--- config.mk ---
export PLATFORM = sky130hd
export DESIGN_NAME = tx_block_serializer
export DESIGN_NICKNAME = d
export VERILOG_FILES = /design/src/rtl/tx_ser_pkg.sv /design/src/rtl/tx_block_fifo.sv /design/src/rtl/tx_block_serializer.sv
export SDC_FILE = /design/constraint.sdc
export NUM_CORES = 1
export LEC_CHECK = 0
export ABC_AREA = 1
export CORE_UTILIZATION = 40
export CTS_CLUSTER_SIZE = 14
export DETAILED_ROUTE_END_ITERATION = 8
export HOLD_SLACK_MARGIN = 0.15
export PLACE_DENSITY = 0.63
export SKIP_LAST_GASP = 1
export SLEW_MARGIN = 20
export SYNTH_ARGS = -nofsm -noshare
export SYNTH_HDL_FRONTEND = slang
export SYNTH_SLANG_ARGS = --single-unit
--- constraint.sdc ---
create_clock -name clk -period 11.1 [get_ports clk]
set_input_delay 3.33 -clock clk [delete_from_list [all_inputs] [get_ports clk]]
set_output_delay 3.33 -clock clk [all_outputs]
set_load 0.02 [all_outputs]
--- src/rtl/tx_ser_pkg.sv ---
// Shared constants for the block serialiser: FSM encoding and width helpers.
package tx_ser_pkg;

  localparam int unsigned StateW = 2;

  localparam logic [StateW-1:0] StIdle = 2'd0;
  localparam logic [StateW-1:0] StSend = 2'd1;
  localparam logic [StateW-1:0] StWait = 2'd2;

  // Index width for n entries; never narrower than one bit.
  function automatic int unsigned idx_w(input int unsigned n);
    return (n > 1) ? $clog2(n) : 1;
  endfunction

  // Width of a counter holding 0..n inclusive (n a power of two).
  function automatic int unsigned lvl_w(input int unsigned n);
    return $clog2(n) + 1;
  endfunction

endpackage

--- src/rtl/tx_block_fifo.sv ---
// Block FIFO with registered empty/full flags; flush clears it in one cycle.
module tx_block_fifo
  import tx_ser_pkg::*;
#(
  parameter int unsigned BLOCK_W = 128,
  parameter int unsigned DEPTH   = 4
) (
  input  logic                      clk,
  input  logic                      reset,
  input  logic                      push,
  input  logic                      pop,
  input  logic                      flush,
  input  logic [BLOCK_W-1:0]        data_in,
  output logic [BLOCK_W-1:0]        head,
  output logic                      empty,
  output logic                      full,
  output logic [lvl_w(DEPTH)-1:0]   level
);

  localparam int unsigned PtrW = idx_w(DEPTH);
  localparam int unsigned LvlW = lvl_w(DEPTH);

  logic [BLOCK_W-1:0] mem_q [DEPTH];
  logic [PtrW-1:0]    wr_ptr_q, rd_ptr_q;
  logic [LvlW-1:0]    level_q, level_d;
  logic               empty_q, full_q;
  logic               do_push, do_pop;

  // A push against a full FIFO is dropped even when a pop frees a slot this cycle.
  assign do_push = push & ~full_q & ~flush;
  assign do_pop  = pop & ~empty_q & ~flush;

  assign head  = mem_q[rd_ptr_q];
  assign empty = empty_q;
  assign full  = full_q;
  assign level = level_q;

  // Occupancy after this cycle's push/pop.
  always_comb begin
    level_d = level_q;
    if (do_push && !do_pop) begin
      level_d = level_q + LvlW'(1);
    end else if (!do_push && do_pop) begin
      level_d = level_q - LvlW'(1);
    end
  end

  // Storage array; contents need no reset because the pointers gate visibility.
  always_ff @(posedge clk) begin
    if (do_push) begin
      mem_q[wr_ptr_q] <= data_in;
    end
  end

  // Pointers and status flags; DEPTH is a power of two so pointers wrap naturally.
  always_ff @(posedge clk) begin
    if (reset || flush) begin
      wr_ptr_q <= '0;
      rd_ptr_q <= '0;
      level_q  <= '0;
      empty_q  <= 1'b1;
      full_q   <= 1'b0;
    end else begin
      if (do_push) wr_ptr_q <= wr_ptr_q + PtrW'(1);
      if (do_pop)  rd_ptr_q <= rd_ptr_q + PtrW'(1);
      level_q <= level_d;
      empty_q <= (level_d == '0);
      full_q  <= (level_d == LvlW'(DEPTH));
    end
  end

endmodule

--- src/rtl/tx_block_serializer.sv ---
// Queues wide blocks and hands them byte by byte to a UART transmitter.
module tx_block_serializer
  import tx_ser_pkg::*;
#(
  parameter int unsigned BLOCK_W   = 128,
  parameter int unsigned BYTE_W    = 8,
  parameter int unsigned DEPTH     = 4,
  parameter bit          MSB_FIRST = 1'b1
) (
  input  logic                    clk,
  input  logic                    reset,
  input  logic [BLOCK_W-1:0]      block_in,
  input  logic                    write_en,
  input  logic                    flush,
  input  logic                    tx_done,
  output logic [BYTE_W-1:0]       byte_out,
  output logic                    tx_start,
  output logic                    empty,
  output logic                    full,
  output logic [lvl_w(DEPTH)-1:0] level,
  output logic                    overflow,
  output logic                    busy
);

  localparam int unsigned NBytes = BLOCK_W / BYTE_W;
  localparam int unsigned CntW   = idx_w(NBytes);

  if (BLOCK_W % BYTE_W != 0) begin : gen_bad_width
    $error("BLOCK_W must be an integer multiple of BYTE_W");
  end
  if (DEPTH < 2 || (DEPTH & (DEPTH - 1)) != 0) begin : gen_bad_depth
    $error("DEPTH must be a power of two and at least 2");
  end

  logic [StateW-1:0]  state_q, state_d;
  logic [BLOCK_W-1:0] shreg_q, shreg_d;
  logic [CntW-1:0]    cnt_q, cnt_d;
  logic               overflow_q;
  logic               fifo_pop;
  logic [BLOCK_W-1:0] fifo_head;

  tx_block_fifo #(
    .BLOCK_W (BLOCK_W),
    .DEPTH   (DEPTH)
  ) u_fifo (
    .clk     (clk),
    .reset   (reset),
    .push    (write_en),
    .pop     (fifo_pop),
    .flush   (flush),
    .data_in (block_in),
    .head    (fifo_head),
    .empty   (empty),
    .full    (full),
    .level   (level)
  );

  assign tx_start = (state_q == StSend);
  assign busy     = (state_q != StIdle);
  assign overflow = overflow_q;
  assign byte_out = MSB_FIRST ? shreg_q[BLOCK_W-1 -: BYTE_W] : shreg_q[BYTE_W-1:0];

  // Serialiser next state: load from the FIFO head, send a byte, wait for done, shift.
  always_comb begin
    state_d  = state_q;
    shreg_d  = shreg_q;
    cnt_d    = cnt_q;
    fifo_pop = 1'b0;
    case (state_q)
      StIdle: begin
        if (!empty) begin
          fifo_pop = 1'b1;
          shreg_d  = fifo_head;
          cnt_d    = '0;
          state_d  = StSend;
        end
      end
      StSend: state_d = StWait;
      StWait: begin
        if (tx_done) begin
          if (cnt_q == CntW'(NBytes - 1)) begin
            // Chain straight into the next block so no idle gap appears.
            if (!empty) begin
              fifo_pop = 1'b1;
              shreg_d  = fifo_head;
              cnt_d    = '0;
              state_d  = StSend;
            end else begin
              state_d = StIdle;
            end
          end else begin
            shreg_d = MSB_FIRST ? (shreg_q << BYTE_W) : (shreg_q >> BYTE_W);
            cnt_d   = cnt_q + CntW'(1);
            state_d = StSend;
          end
        end
      end
      default: state_d = StIdle;
    endcase
  end

  // FSM and shift register; flush aborts the block but leaves byte_out as it was.
  always_ff @(posedge clk) begin
    if (reset) begin
      state_q <= StIdle;
      shreg_q <= '0;
      cnt_q   <= '0;
    end else if (flush) begin
      state_q <= StIdle;
    end else begin
      state_q <= state_d;
      shreg_q <= shreg_d;
      cnt_q   <= cnt_d;
    end
  end

  // Sticky drop indicator, cleared only by reset.
  always_ff @(posedge clk) begin
    if (reset) begin
      overflow_q <= 1'b0;
    end else if (write_en && full && !flush) begin
      overflow_q <= 1'b1;
    end
  end

endmodule
# [Yosys cells after proc, flatten, opt, wreduce, memory -nomap -nowiden]
# Memory sizes are Yosys's and may differ from the RTL's. A register that Yosys moved wholly into a read port is not among the register bits.
# Index checks and enable logic that the tools add are counted.
[totals] regBits=144 mem_bits_rw=512 inputBits=133 word_cells=66 n_memories=1
[op_classes] add_sub_neg=5 eq_ne=6 n_mux=23 bitwise_logic=7 n_reduce_logical=15
[memory_table] name="u_fifo.mem_q" words=4 width=128 read_ports=1 rd_ports_with_merged_regs=1 wr=1 line_no="tx_block_fifo.sv:23" rtl="logic [BLOCK_W-1:0] mem_q [DEPTH];"
[op_table] op="$mux 128" count=3
[op_table] op="$pmux 128 s2" count=1
[op_table] op="$mux 4" count=3
[op_table] op="$mux 2" count=5
[op_table] op="$pmux 4 s2" count=1
[op_table] op="$mux 1" count=6
[op_table] op="$mux 3" count=2
[op_table] op="$pmux 2 s3" count=1
[op_table] op="$add 2x1->2 const B" count=2
[op_table] op="$add 4x1->4 const B" count=1
[op_table] op="$and 1x1->1" count=4
[op_table] op="$eq 4x4->1 const B" count=1
[op_table] op="$logic_and 1x1->1" count=4
[op_table] op="$ne 2x2->1 const B" count=2
[op_table] op="$reduce_bool 2->1" count=2
[op_table] op="$add 3x1->3 const B" count=1
[op_table] op="$eq 3x3->1 const B" count=1
[op_table] op="$logic_not 1->1" count=3
[op_table] op="$logic_not 3->1" count=1
[op_table] op="$not 1->1" count=3
[op_table] op="$reduce_and 3->1" count=1
[op_table] op="$sub 3x1->3 const B" count=1
[op_table] op="$eq 2x1->1 const B" count=1
[op_table] op="$eq 2x2->1 const B" count=1
[op_table] op="other kinds (5)" count=5

# [Logic depth before layout (Yosys ltp)]
[logic_depth] ltp_word=10 depth_mapped=12 depth_no_buf=12

# [Cells and area by module]
# Synthesis repeated with hierarchy kept, for this count alone.
[hier_totals] hier_cells=2466 area_unflattened_um2=26914.6
[modules_own_cells] mod="tx_block_fifo" n_inst=1 cells_per_inst=1323 area_per_inst_um2=19952.9 seq_area_each_um2=15595.0
[modules_own_cells] mod="tx_block_serializer" n_inst=1 cells_per_inst=1143 area_per_inst_um2=6961.7 seq_area_each_um2=2702.6

# [Least setup slack after synthesis]
# OpenSTA, ideal clock, no wires.
[synth_path] path_type="in2reg" start="input write_en" end="memory u_fifo.mem_q[0][0] (enable)" arrival_ns=9.222 path_slack_ns=1.261 path_stages=5 n_path_buf=0 cell_sequence="inv_1 > or2_1 > nor2_1 > inv_2 > nor2_1"
[synth_via] elab_chain_len=4
[synth_rtl] element="start, declared" line_no="tx_block_serializer.sv:13" rtl="input logic write_en,"
[synth_rtl] element="$and 1x1->1 (2 in a row)" line_no="tx_block_fifo.sv:30" rtl="assign do_push = push & ~full_q & ~flush;"
[synth_rtl] element="$mux 1" line_no="tx_block_fifo.sv:50" rtl="if (do_push) begin"
[synth_rtl] element="$mux 1 (not written as such)" line_no="tx_block_fifo.sv:51" rtl="mem_q[wr_ptr_q] <= data_in;"
[synth_rtl] element="end, declared" line_no="tx_block_fifo.sv:23"
# Every way passes these cells.

# [Final worst setup path]
[layout_path] start="input flush" end="register shreg_q[106]"
[layout_via] elab_chain_len=2
[layout_rtl] element="start, declared" line_no="tx_block_serializer.sv:14" rtl="input logic flush,"
[layout_rtl] element="$not 1->1"
[layout_rtl] element="$reduce_and 3->1 (no line)"
[layout_rtl] element="end signal, assigned" line_no="tx_block_serializer.sv:112" rtl="shreg_q <= shreg_d;"
[layout_rtl] element="end, declared" line_no="tx_block_serializer.sv:36" rtl="logic [BLOCK_W-1:0] shreg_q, shreg_d;"
# Every way passes these cells.
# A chain may end at the register's enable or synchronous reset.

==> flow_summary.yaml <==
sta:
  setup_viol: 0
  maxSlewViolCount: 0
  finalSetupTns_ns: 0
  skew_ns: 0.0192
  fmax_ghz: 0.164
  worst_slew_pin_slew_ns: 1.15
  rsz0062_at_grt: "false"
  finalCriticalPeriod_ns: 6.11
  hold_viol: 0
  max_slew_margin_pct: 23.6
  min_period_over_period_pct: 55.1
status:
  outcome: "completed"
detailed_routing:
  viasPerCell: 5.16
  antenna_left: 0
  first_pass_iters: 8
  drt-initial-drc-count: 1212
  vias: 16100
  drc_errors: 0
  wl_per_cell_um: 18.6
  wl_mm: 58.0
placement:
  dp.cells: 2994
  gp_congestion: 0.750
  place_hpwl_mm: 32.7
  dpl_cell_area_um2: 27500
  port_buffers: 148
layout:
  multi_input_area_um2: 6360
  syn_to_final_growth_pct: 16.4
  fill_cells: 5595
  final_area_um2: 29600
  antenna_cells: 0
  drive_gt1_share_pct: 8.13
  fin_cells: 3121
  regArea_um2: 18300
  fin_nets: 2359
die:
  placeableCoreArea_um2: 63000
  die_w_um: 254
  num_io_pins: 149
  fp.dieH_um: 254
  start_util_pct: 40.4
  rows: 92
  die_area_um2: 64600
yosys:
  syn_nets: 2271
  synth_cells: 2131
  synth_top_cell_by_area: "edfxtp_1"
  syn-cell-area_um2: 25400
  avgSynthCellArea_um2: 11.9
  synth_seq_cells: 658
  netlist.area_leader.share_pct: 60.5
  yosys_warnings: 0
  ys_types: 33
  ys_seq_area_share_pct: 72.0
  synth_area_leaders: "edfxtp_1 (60%), dfxtp_1 (11%), nand2_1 (8.5%)"
hold_path:
  hp-class: "reg -> reg"
global_routing:
  antenna_found_initial: 0
  grt-ovfl-total: 0
  grt_first_pass_wirelength_mm: 89.1
  track_usage_pct: 18.1
  grt_pass1_vias: 15700
  grt_max_degree: 192
clock_network:
  clk_latency_ns: 0.60
  cts_root_buf: "clkbuf_16"
  cts_buffers: 69
  cts_resized: 0
  clock_path_buffers: 3
  tritoncts: "done"
  holdBufCountCts: 0
  h-tree-depth: 3
  post_cts_buffers: 0
  cts.reportedPaths.clkPinSlew_ns: 0.06
  cts.sink_count: 658
power:
  cellLeakagePower_nw: 9.96
  p_per_area_nw_per_um2: 174
  max-vdd-ir-drop_uv: 115
  p_total_w: 0.00515
setup_path:
  worstSetupPathType: "in -> reg"
  crit_arrival_ns: 6.62
  crit_path_max_fanout: 84
  cp-start-kind: "input port"
  cp.required_ns: 11.61
  end_kind: "flip-flop"
run:
  drv_cap: 0
[area by class of cell]
cell class,count,area share [%]
timing repair buffer,164,5.58
multi-input combinational,1297,21.5
clock inverter,27,0.575
tap,846,3.58
sequential,658,61.8
inverter,29,0.402
clock buffer,100,6.54
[power by group]
group          switching [W]  leakage, nW  internal [W]  total (W)
Clock               0.000929         1.04       0.00122    0.00215
Combinational       0.000156         3.08     0.0000990   0.000255
Sequential         0.0000268         5.84       0.00272    0.00274
Total                0.00111         9.96       0.00404    0.00515
[registers in the layout (all words and copies together), names as in the netlist, named ones only]
| signal | count |
|---|---|
| state_q | 2 |
| u_fifo.rd_ptr_q | 2 |
| cnt_q | 4 |
| u_fifo.wr_ptr_q | 2 |
| u_fifo.full | 1 |
| overflow | 1 |
| u_fifo.mem_q | 512 |
| shreg_q | 128 |
| u_fifo.empty | 1 |
| u_fifo.level | 3 |
[critical path: stages]
cell	delay [ns]
clkdlybuf4s50_1	0.52
nor2_1	0.24
nand2_2	0.12
nor2_4	0.12
clkinv_2	0.48
nand2_4	0.57
buf_4	0.77
nor2_1	0.13
a211oi_2	0.25
[kinds of logic (layout without fill, tap and decap cells)]
logic type                 Yosys count  in the layout  synth area share [%]
and+or+nand+nor                    851            851                  13.2
buffers and inverters              176            320                  3.17
AOI/OAI and AO/OA                  436            436                  11.2
adders and majority gates            7              7                 0.344
DFF                                658            658                  72.0
xor gates and xnor gates             3              3                 0.103
[cell usage in the layout (no fill, tap or decap), types with 4 or more instances in the layout]
cell type	Yosys	routed
nand2_1	579	579
edfxtp_1	512	512
o21ai_0	226	226
nor2_1	162	158
clkdlybuf4s50_1	0	148
dfxtp_1	146	144
nand3_1	99	99
clkbuf_16	0	71
a211oi_2	50	50
a21oi_1	48	48
a211oi_1	40	40
o22ai_1	30	30
a32oi_1	30	30
clkbuf_1	80	24
inv_1	24	22
clkinv_2	0	17
buf_4	17	12
o32ai_1	9	9
nor2_4	2	7
ha_1	7	7
clkbuf_8	0	5
inv_2	5	4
inv_6	0	4
clkinv_1	0	4
buf_12	0	4
[routing by layer]
layer | wire length (um) | track usage (%) | vias up
li1 | - | - | 7775
met1 | 25700 | 24.2 | 7837
met2 | 28100 | 30.0 | 400
met3 | 2690 | 3.01 | 93
met4 | 1410 | 5.47 | 0
met5 | 0 | 0 | -
[synthesized netlist by cell type, drive strengths merged]
cell type  count
ha             7
xor2           2
nor2         165
edfxtp       512
a31oi          1
nand4          1
a21oi         48
o32ai          9
or2            1
o21ai        227
dfxtp        146
buf           66
clkbuf        81
o211ai         1
xnor2          1
inv           29
a211oi        90
o22ai         30
nand2        582
a32oi         30
nand3b         2
nand3        100
[stage by stage]
| step | worst slack, ns | util (%) | hold slack, ns |
|---|---|---|---|
| global placement | 4.29 | 43.7 | 0.458 |
| CTS | 4.94 | 47.0 | 0.475 |
| finish | 4.99 | 47.0 | 0.470 |
| detailed placement | 4.30 | 43.7 | 0.461 |
| floorplan | 1.26 | - | 0.444 |
| global route | 4.72 | 47.0 | 0.491 |
[path summary, 6_finish.rpt]
| kind | start | endpoint | slack [ns] | cells past startpoint |
|---|---|---|---|---|
| worst max-delay path | flush | shreg_q[106] | 4.99 | 9 |
| worst min-delay path | shreg_q[7] | shreg_q[7] | 0.47 | 2 |
| worst max register to register | cnt_q[0] | shreg_q[106] | 7.76 | 9 |
| worst min register to register | shreg_q[7] | shreg_q[7] | 0.47 | 2 |
(Power assumes the default switching activity.)
